[src/rtl/perf_counter_bank_pkg.sv]
// Shared constants for the performance counter bank: channel indices and default geometry.
// Datapath event channels map onto these indices by convention.
package cpu_perf_pkg;
  localparam int CH_INSTR   = 0;
  localparam int CH_STALL   = 1;
  localparam int CH_BRANCH  = 2;
  localparam int CH_MEM     = 3;

  localparam int DEF_WIDTH  = 16;
  localparam int DEF_NUM_CH = 4;
  localparam int DEF_SEL_W  = 2;
endpackage

[src/rtl/perf_counter_bank_if.sv]
// Control, event and read-port bundle between datapath/debug logic (master) and the counter bank (slave).
// rd_valid is a one-cycle pulse per request; there is no backpressure on the read port.
interface perf_counter_bank_if
  import cpu_perf_pkg::*;
#(
  parameter int WIDTH  = DEF_WIDTH,
  parameter int NUM_CH = DEF_NUM_CH,
  parameter int SEL_W  = DEF_SEL_W
);
  logic              enable;
  logic [NUM_CH-1:0] inc;
  logic [NUM_CH-1:0] clear;
  logic              snapshot;
  logic              rd_en;
  logic [SEL_W-1:0]  rd_sel;
  logic [WIDTH-1:0]  rd_data;
  logic              rd_valid;
  logic [NUM_CH-1:0] overflow;

  modport master (
    output enable, inc, clear, snapshot, rd_en, rd_sel,
    input  rd_data, rd_valid, overflow
  );

  modport slave (
    input  enable, inc, clear, snapshot, rd_en, rd_sel,
    output rd_data, rd_valid, overflow
  );
endinterface

[src/rtl/perf_counter_bank_channel.sv]
// One event counter with sticky overflow and a shadow register; updates every cycle, no stall path.
// Priority: clear, then increment, then hold; the shadow always captures the pre-edge count.
module perf_counter_channel
  import cpu_perf_pkg::*;
#(
  parameter int WIDTH    = DEF_WIDTH,
  parameter int SATURATE = 0
) (
  input  logic             clk,
  input  logic             reset,
  input  logic             cnt_inc,
  input  logic             cnt_clr,
  input  logic             snap,
  output logic [WIDTH-1:0] shadow,
  output logic             ovf
);
  logic [WIDTH-1:0] count_q, count_d;
  logic [WIDTH-1:0] shadow_q, shadow_d;
  logic             ovf_q, ovf_d;

  always_comb begin
    count_d  = count_q;
    ovf_d    = ovf_q;
    shadow_d = snap ? count_q : shadow_q;
    if (cnt_clr) begin
      count_d = '0;
      ovf_d   = 1'b0;
    end else if (cnt_inc) begin
      if (&count_q) begin
        // At all-ones: either pin or roll over, and latch the event either way
        count_d = (SATURATE != 0) ? count_q : '0;
        ovf_d   = 1'b1;
      end else begin
        count_d = count_q + WIDTH'(1);
      end
    end
  end

  always_ff @(posedge clk or negedge reset) begin
    if (!reset) begin
      count_q  <= '0;
      shadow_q <= '0;
      ovf_q    <= 1'b0;
    end else begin
      count_q  <= count_d;
      shadow_q <= shadow_d;
      ovf_q    <= ovf_d;
    end
  end

  assign shadow = shadow_q;
  assign ovf    = ovf_q;
endmodule

[src/rtl/perf_counter_bank.sv]
// NUM_CH event counters with atomic snapshot and a 1-cycle registered shadow read port.
// rd_valid pulses the cycle after rd_en; reads are never stalled and out-of-range selects return 0.
module perf_counter_bank
  import cpu_perf_pkg::*;
#(
  parameter int WIDTH    = DEF_WIDTH,
  parameter int NUM_CH   = DEF_NUM_CH,
  parameter int SATURATE = 0,
  parameter int SEL_W    = DEF_SEL_W
) (
  input  logic                clk,
  input  logic                reset,
  perf_counter_bank_if.slave  bus
);
  logic [WIDTH-1:0]  shadow [NUM_CH];
  logic [NUM_CH-1:0] ovf;
  logic [WIDTH-1:0]  rd_data_q, rd_data_d;
  logic              rd_valid_q, rd_valid_d;

  for (genvar i = 0; i < NUM_CH; i++) begin : g_ch
    perf_counter_channel #(
      .WIDTH    (WIDTH),
      .SATURATE (SATURATE)
    ) u_ch (
      .clk     (clk),
      .reset   (reset),
      .cnt_inc (bus.enable & bus.inc[i]),
      .cnt_clr (bus.clear[i]),
      .snap    (bus.snapshot),
      .shadow  (shadow[i]),
      .ovf     (ovf[i])
    );
  end

  // Read mux sees pre-edge shadows, so a same-edge snapshot is only visible on the next read
  always_comb begin
    rd_data_d  = rd_data_q;
    rd_valid_d = 1'b0;
    if (bus.rd_en) begin
      rd_valid_d = 1'b1;
      rd_data_d  = '0;
      for (int i = 0; i < NUM_CH; i++) begin
        if (bus.rd_sel == SEL_W'(i)) rd_data_d = shadow[i];
      end
    end
  end

  always_ff @(posedge clk or negedge reset) begin
    if (!reset) begin
      rd_data_q  <= '0;
      rd_valid_q <= 1'b0;
    end else begin
      rd_data_q  <= rd_data_d;
      rd_valid_q <= rd_valid_d;
    end
  end

  assign bus.rd_data  = rd_data_q;
  assign bus.rd_valid = rd_valid_q;
  assign bus.overflow = ovf;
endmodule

[src/flat_wrapper.sv]
// flat-port wrapper written by rule: the top's interface ports become plain ports
module perf_counter_bank_flat import cpu_perf_pkg::*;
#(
  parameter int WIDTH    = DEF_WIDTH,
  parameter int NUM_CH   = DEF_NUM_CH,
  parameter int SATURATE = 0,
  parameter int SEL_W    = DEF_SEL_W
)
  (clk, reset, bus_enable, bus_inc, bus_clear, bus_snapshot, bus_rd_en, bus_rd_sel, bus_rd_data, bus_rd_valid, bus_overflow);
  perf_counter_bank_if #(.WIDTH(WIDTH), .NUM_CH(NUM_CH), .SEL_W(SEL_W)) bus_i ();
  input  logic clk;
  input  logic reset;
  input wire logic [$bits(bus_i.enable)-1:0] bus_enable;
  input wire logic [$bits(bus_i.inc)-1:0] bus_inc;
  input wire logic [$bits(bus_i.clear)-1:0] bus_clear;
  input wire logic [$bits(bus_i.snapshot)-1:0] bus_snapshot;
  input wire logic [$bits(bus_i.rd_en)-1:0] bus_rd_en;
  input wire logic [$bits(bus_i.rd_sel)-1:0] bus_rd_sel;
  output wire logic [$bits(bus_i.rd_data)-1:0] bus_rd_data;
  output wire logic [$bits(bus_i.rd_valid)-1:0] bus_rd_valid;
  output wire logic [$bits(bus_i.overflow)-1:0] bus_overflow;
  assign bus_i.enable = bus_enable;
  assign bus_i.inc = bus_inc;
  assign bus_i.clear = bus_clear;
  assign bus_i.snapshot = bus_snapshot;
  assign bus_i.rd_en = bus_rd_en;
  assign bus_i.rd_sel = bus_rd_sel;
  assign bus_rd_data = bus_i.rd_data;
  assign bus_rd_valid = bus_i.rd_valid;
  assign bus_overflow = bus_i.overflow;
  perf_counter_bank #(.WIDTH(WIDTH), .NUM_CH(NUM_CH), .SATURATE(SATURATE), .SEL_W(SEL_W)) u_core (.clk(clk), .reset(reset), .bus(bus_i));
endmodule
[config.mk]
export PLATFORM = sky130hd
export DESIGN_NAME = perf_counter_bank_flat
export DESIGN_NICKNAME = d
export VERILOG_FILES = /design/src/rtl/perf_counter_bank_pkg.sv /design/src/rtl/perf_counter_bank_if.sv /design/src/rtl/perf_counter_bank_channel.sv /design/src/rtl/perf_counter_bank.sv /design/src/flat_wrapper.sv
export SDC_FILE = /design/constraint.sdc
export NUM_CORES = 1
export LEC_CHECK = 0
export CAP_MARGIN = 25
export CORE_UTILIZATION = 30
export CTS_CLUSTER_DIAMETER = 150
export CTS_CLUSTER_SIZE = 24
export DETAILED_ROUTE_END_ITERATION = 7
export SYNTH_ARGS = -nofsm -noshare
export SYNTH_HDL_FRONTEND = slang
export SYNTH_SLANG_ARGS = --single-unit
[constraint.sdc]
create_clock -name clk -period 2.7 [get_ports clk]
set_input_delay 0.54 -clock clk [delete_from_list [all_inputs] [get_ports clk]]
set_output_delay 0.54 -clock clk [all_outputs]
set_load 0.1 [all_outputs]
* Word-level counts from Yosys, hierarchy flattened
Cells that the tools add are included.
Widths: inputs -> output; s select.
** Storage, ports and cells
- Flip-flop bits (word level) :: 149
- Bits in latches :: 0
- Memory bits (writable) :: 0
- Bits in read-only memories :: 0
- Bits of input ports :: 15
- Output and inout bits :: 21
- Logic and storage cells :: 71
- Memories kept :: 0
** Cells by class
- Add/subtract/negate cells :: 4
- $mul :: 0
- Divide/modulo/power cells :: 0
- Magnitude comparators :: 0
- Eq/ne operators :: 3
- Shifts and indexed selects :: 0
- Mux-type cells :: 29
- Bitwise gates (word level) :: 4
- Reductions and logical operators :: 17
** Operator list (count)
- $mux 16 :: 16
- $add 16x1->16 const B :: 4
- $reduce_and 16->1 :: 4
- $reduce_bool 2->1 :: 8
- $mux 1 :: 13
- $reduce_and 2->1 :: 4
- $and 1x1->1 :: 4
- $eq 2x2->1 const B :: 2
- $eq 2x1->1 const B :: 1
- $logic_not 2->1 :: 1

* Depth between registers and ports, before layout
- Depth after elaboration :: 5
- Gate-level depth with buffers :: 6
- Depth with buffers taken out :: 5

* Hierarchy
Synthesis repeated with hierarchy kept, for this count alone.
** Second synthesis, totals
- Cells, all modules :: 579
- Area total of the unflattened synthesis :: 7006.7 µm²
** By module, submodules not included
- perf_counter_channel :: times used 4, cells an instance 121, area an instance 1453.9 µm², seq. area each 825.8 µm²
- perf_counter_bank :: times used 1, cells an instance 95, area an instance 1191.1 µm², seq. area each 425.4 µm²

* Least setup slack after synthesis
OpenSTA, ideal clock, no wires.
- Path kind :: input port to flip-flop
- Start point :: input port bus_rd_sel[0]
- End point :: register u_core.rd_data_q[10] (netlist: u_core.bus.rd_data[10])
- Setup time :: 0.125 ns
- Arrival :: 1.837 ns
- Data required time :: 2.575 ns
- Path slack :: 0.738 ns
- Cell stages on the path :: 4
- Path buffers :: 2
- Cells stage by stage :: buf_2 > buf_2 > mux4_2 > mux2_2
** Between the ends
- Word-level cells in the longest chain between the ends :: 5
- Elaborated cells on any way between the ends :: 8
- Classes of those cells :: 3 x eq/ne; 4 x mux; 1 x reduce/logical
** RTL lines
- start: declaration :: line flat_wrapper.sv:18 : input wire logic [$bits(bus_i.rd_sel)-1:0] bus_rd_sel;
- $logic_not 2->1 :: line perf_counter_bank.sv:43 : if (bus.rd_sel == SEL_W'(i)) rd_data_d = shadow[i];
- $mux 16 (3 in series) :: line perf_counter_bank.sv:43
- $mux 16 * :: line perf_counter_bank.sv:43
- end signal: assignment :: line perf_counter_bank.sv:53 : rd_data_q <= rd_data_d;
- end: declaration :: line perf_counter_bank.sv:17 : logic [WIDTH-1:0] rd_data_q, rd_data_d;
Every way passes the cells marked *; elsewhere a longest branch is shown, timed or not.
A chain may end at the register's enable or synchronous reset.

* Final worst setup path
- Start point :: input port bus_enable
- End point :: register u_core.g_ch[3].u_ch.count_q[13]
** Between the ends
- Word-level cells in the longest chain between the ends :: 2
** RTL lines
- start: declaration :: line flat_wrapper.sv:13 : input wire logic [$bits(bus_i.enable)-1:0] bus_enable;
- $and 1x1->1 :: line perf_counter_bank.sv:27 : .cnt_inc (bus.enable & bus.inc[i]),
- $reduce_bool 2->1 (no source line)
- end signal: assignment :: line perf_counter_bank_channel.sv:45 : count_q <= count_d;
- end: declaration :: line perf_counter_bank_channel.sv:17 : logic [WIDTH-1:0] count_q, count_d;
No other way between the ends.

==> flow_summary.ini <==
[detailed_routing]
firstDrtPassIters = 5
avgViaCountPerCell = 5.026
vias = 4574
drc = 0
wl_microns = 15660
ant_nets = 0
wl_per_cell_microns = 17.20
drtIter0Drc = 240

[run]
drv_cap = 0

[critical_path]
arrival_ns = 2.43
crit_fanout = 19
path_class = in2reg
required_ns = 3.00
cp-start-kind = input pin
critPathCaptureType = flip-flop

[clock_network]
clk_pin_slew_ns = 0.06
postCtsSetupBuffers = 0
cts_buffer_depth = 2
cts_tree = done
cts_max_level = 4
root_buffer = clkbuf_16
cts_buffers = 17
cts_sinks = 149
holdBufCountCts = 0
insertion_delay_ns = 0.42
cts_resized = 0

[floorplan]
dieWidth_microns = 153.6
start_util = 0.3054
rows = 55
fp.dieH_microns = 153.6
design.die.area_sq_um = 23590
io_pins = 36
core_sq_um = 22570

[timing]
setup_ws_ns = 0.5700
finClkSkew_ns = 0.004987
rsz0062_at_grt = no
slew_violations = 0
setup_viol = 0
period_share = 0.7889
tightest_slew_ns = 0.5973
max_clock_freq_mhz = 469.5
relSlewSlack = 0.6018
tns_ns = 0
whs_ns = 0.09580
hold_violations = 0
fin_crit_ns = 2.130

[placement]
port_buffers = 35
gp_congestion = 0.8145
place_hpwl_microns = 10990
dp_slack_ns = 0.1369

[global_route]
antenna_found_initial = 0
grt_overflow = 0
grt_max_degree = 65
grt_use_total = 0.1431
grt_pass1_vias = 4572
grt_pass1_wl_microns = 26160

[finish]
drive_gt1_frac = 0.2768
num_antenna_cells = 0
final_nets = 633
syn_to_final_growth_pct = 18.04

[yosys]
yosysTopAreaCellShare = 0.5409
synth.area.top_cells = dfrtp_1, mux2_2, mux4_2
syn_nets = 588
yosysMostFrequentCell = dfrtp_1
yosys_warnings = 0
async_reset_ff_frac = 1.000
synth_edf_count = 0
yosysTopAreaCell = dfrtp_1
yosys-top-cells-count = dfrtp_1, mux2_2, nor2_1
avgSynthCellArea_sq_um = 12.11
synth_ff_type = dfrtp_1
ys_types = 45
yosysSeqAreaShare = 0.5409
syn_inst = 569
ys_seq_elements = 149
synth_area_sq_um = 6893

[status]
status = finished, final reports clean

[power]
p_per_area_nw_per_um2 = 587.4
p_leak_nw = 3.592
irDropWorstVdd_mv = 0.4521

[worst_hold_path]
timing.hold.worst.class = in2async
[critical path, cell delays in order]
cell	delay, ns
clkdlybuf4s50_1	0.51
buf_12	0.17
a21oi_1	0.09
buf_4	0.17
nor4_1	0.48
mux2i_1	0.14
nor4_1	0.31
[layout make-up]
| type | count | area, sq um |
|---|---|---|
| well taps | 285 | 356.6 |
| repair buffers | 54 | 486.7 |
| flip-flops and latches | 149 | 3729 |
| inverters | 9 | 33.78 |
| clock buffers | 25 | 485.5 |
| clock inverters | 5 | 50.05 |
| multi-input cells | 383 | 2995 |
| fillers | 2233 | 14440 |
[sequential cells by signal, indices dropped and copies added, names as in the netlist]
signal	cells
u_core.g_ch.u_ch.count_q	64
u_core.g_ch.u_ch.shadow	64
u_core.bus.rd_data	16
u_core.g_ch.u_ch.ovf	4
u_core.bus.rd_valid	1
[path summary, 6_finish.rpt]
kind	start	end	cells past startpoint	slack, ns
setup / recovery	bus_enable	u_core.g_ch[3].u_ch.count_q[13]	7	0.57
hold / removal	reset	u_core.g_ch[0].u_ch.count_q[4]	1	0.1
setup reg to reg	u_core.g_ch[3].u_ch.count_q[3]	u_core.g_ch[3].u_ch.count_q[14]	4	0.72
hold reg to reg	u_core.g_ch[1].u_ch.ovf	u_core.g_ch[1].u_ch.ovf	1	0.49
max in group asynchronous	reset	u_core.g_ch[2].u_ch.count_q[7]	2	1.87
min in group clk	u_core.g_ch[1].u_ch.ovf	u_core.g_ch[1].u_ch.ovf	1	0.49
[metrics by stage]
step | util | power (mW) | cell area [sq um] | cells
after floorplan | - | 2.495 | 6893 | 569
after global placement | 0.3368 | 2.640 | 7601 | 880
after detailed placement | 0.3368 | 2.641 | 7601 | 880
after CTS | 0.3605 | 4.842 | 8137 | 910
after global routing | 0.3605 | 4.961 | 8137 | 910
final | 0.3605 | 4.779 | 8137 | 910
[layer usage]
| metal | global-route usage | share of wire |
|---|---|---|
| met5 | 0 | 0 |
| met3 | 0.03241 | 0.035 |
| met2 | 0.2130 | 0.46 |
| met4 | 0.04238 | 0.011 |
| met1 | 0.2065 | 0.50 |
[kinds of logic after synthesis]
kind of cell	count (synthesis)	synth area share
muxes	98	0.1861
buffers and inverters	37	0.02451
AOI/OAI and AO/OA	61	0.05718
DFF	149	0.5409
adders and majority gates	4	0.007261
and+or+nand+nor	182	0.1358
xor gates and xnor gates	38	0.04828
[cells in the final DEF, fill, tap and decap left out, types with 2 or more instances in the layout]
| master | n |
|---|---|
| nand3_1 | 27 |
| xor2_1 | 16 |
| clkbuf_1 | 5 |
| and4_1 | 5 |
| buf_12 | 4 |
| nor2_1 | 49 |
| nor3_1 | 10 |
| dfrtp_1 | 149 |
| clkbuf_8 | 3 |
| clkbuf_16 | 17 |
| a21o_1 | 4 |
| o2111ai_1 | 3 |
| o31ai_1 | 7 |
| o211ai_1 | 4 |
| o21ai_1 | 2 |
| o21ai_0 | 9 |
| mux4_2 | 16 |
| a21oi_1 | 20 |
| o41ai_1 | 2 |
| o21a_1 | 3 |
| ha_1 | 4 |
| nand2_1 | 31 |
| clkinv_2 | 4 |
| inv_1 | 9 |
| xnor2_1 | 22 |
| and3_1 | 6 |
| buf_4 | 36 |
| or4_1 | 5 |
| or3_1 | 12 |
| mux2_2 | 81 |
| or2_2 | 3 |
| a31oi_1 | 2 |
| nand4_1 | 15 |
| clkdlybuf4s50_1 | 12 |
| nor4_1 | 13 |
[power by group]
group | internal (mW) | switching (mW) | total (mW)
clock | 1.32 | 0.859 | 2.18
sequential | 2.26 | 0.0271 | 2.29
combinational | 0.109 | 0.199 | 0.309
Note: power is estimated with default switching activity, not from simulation.
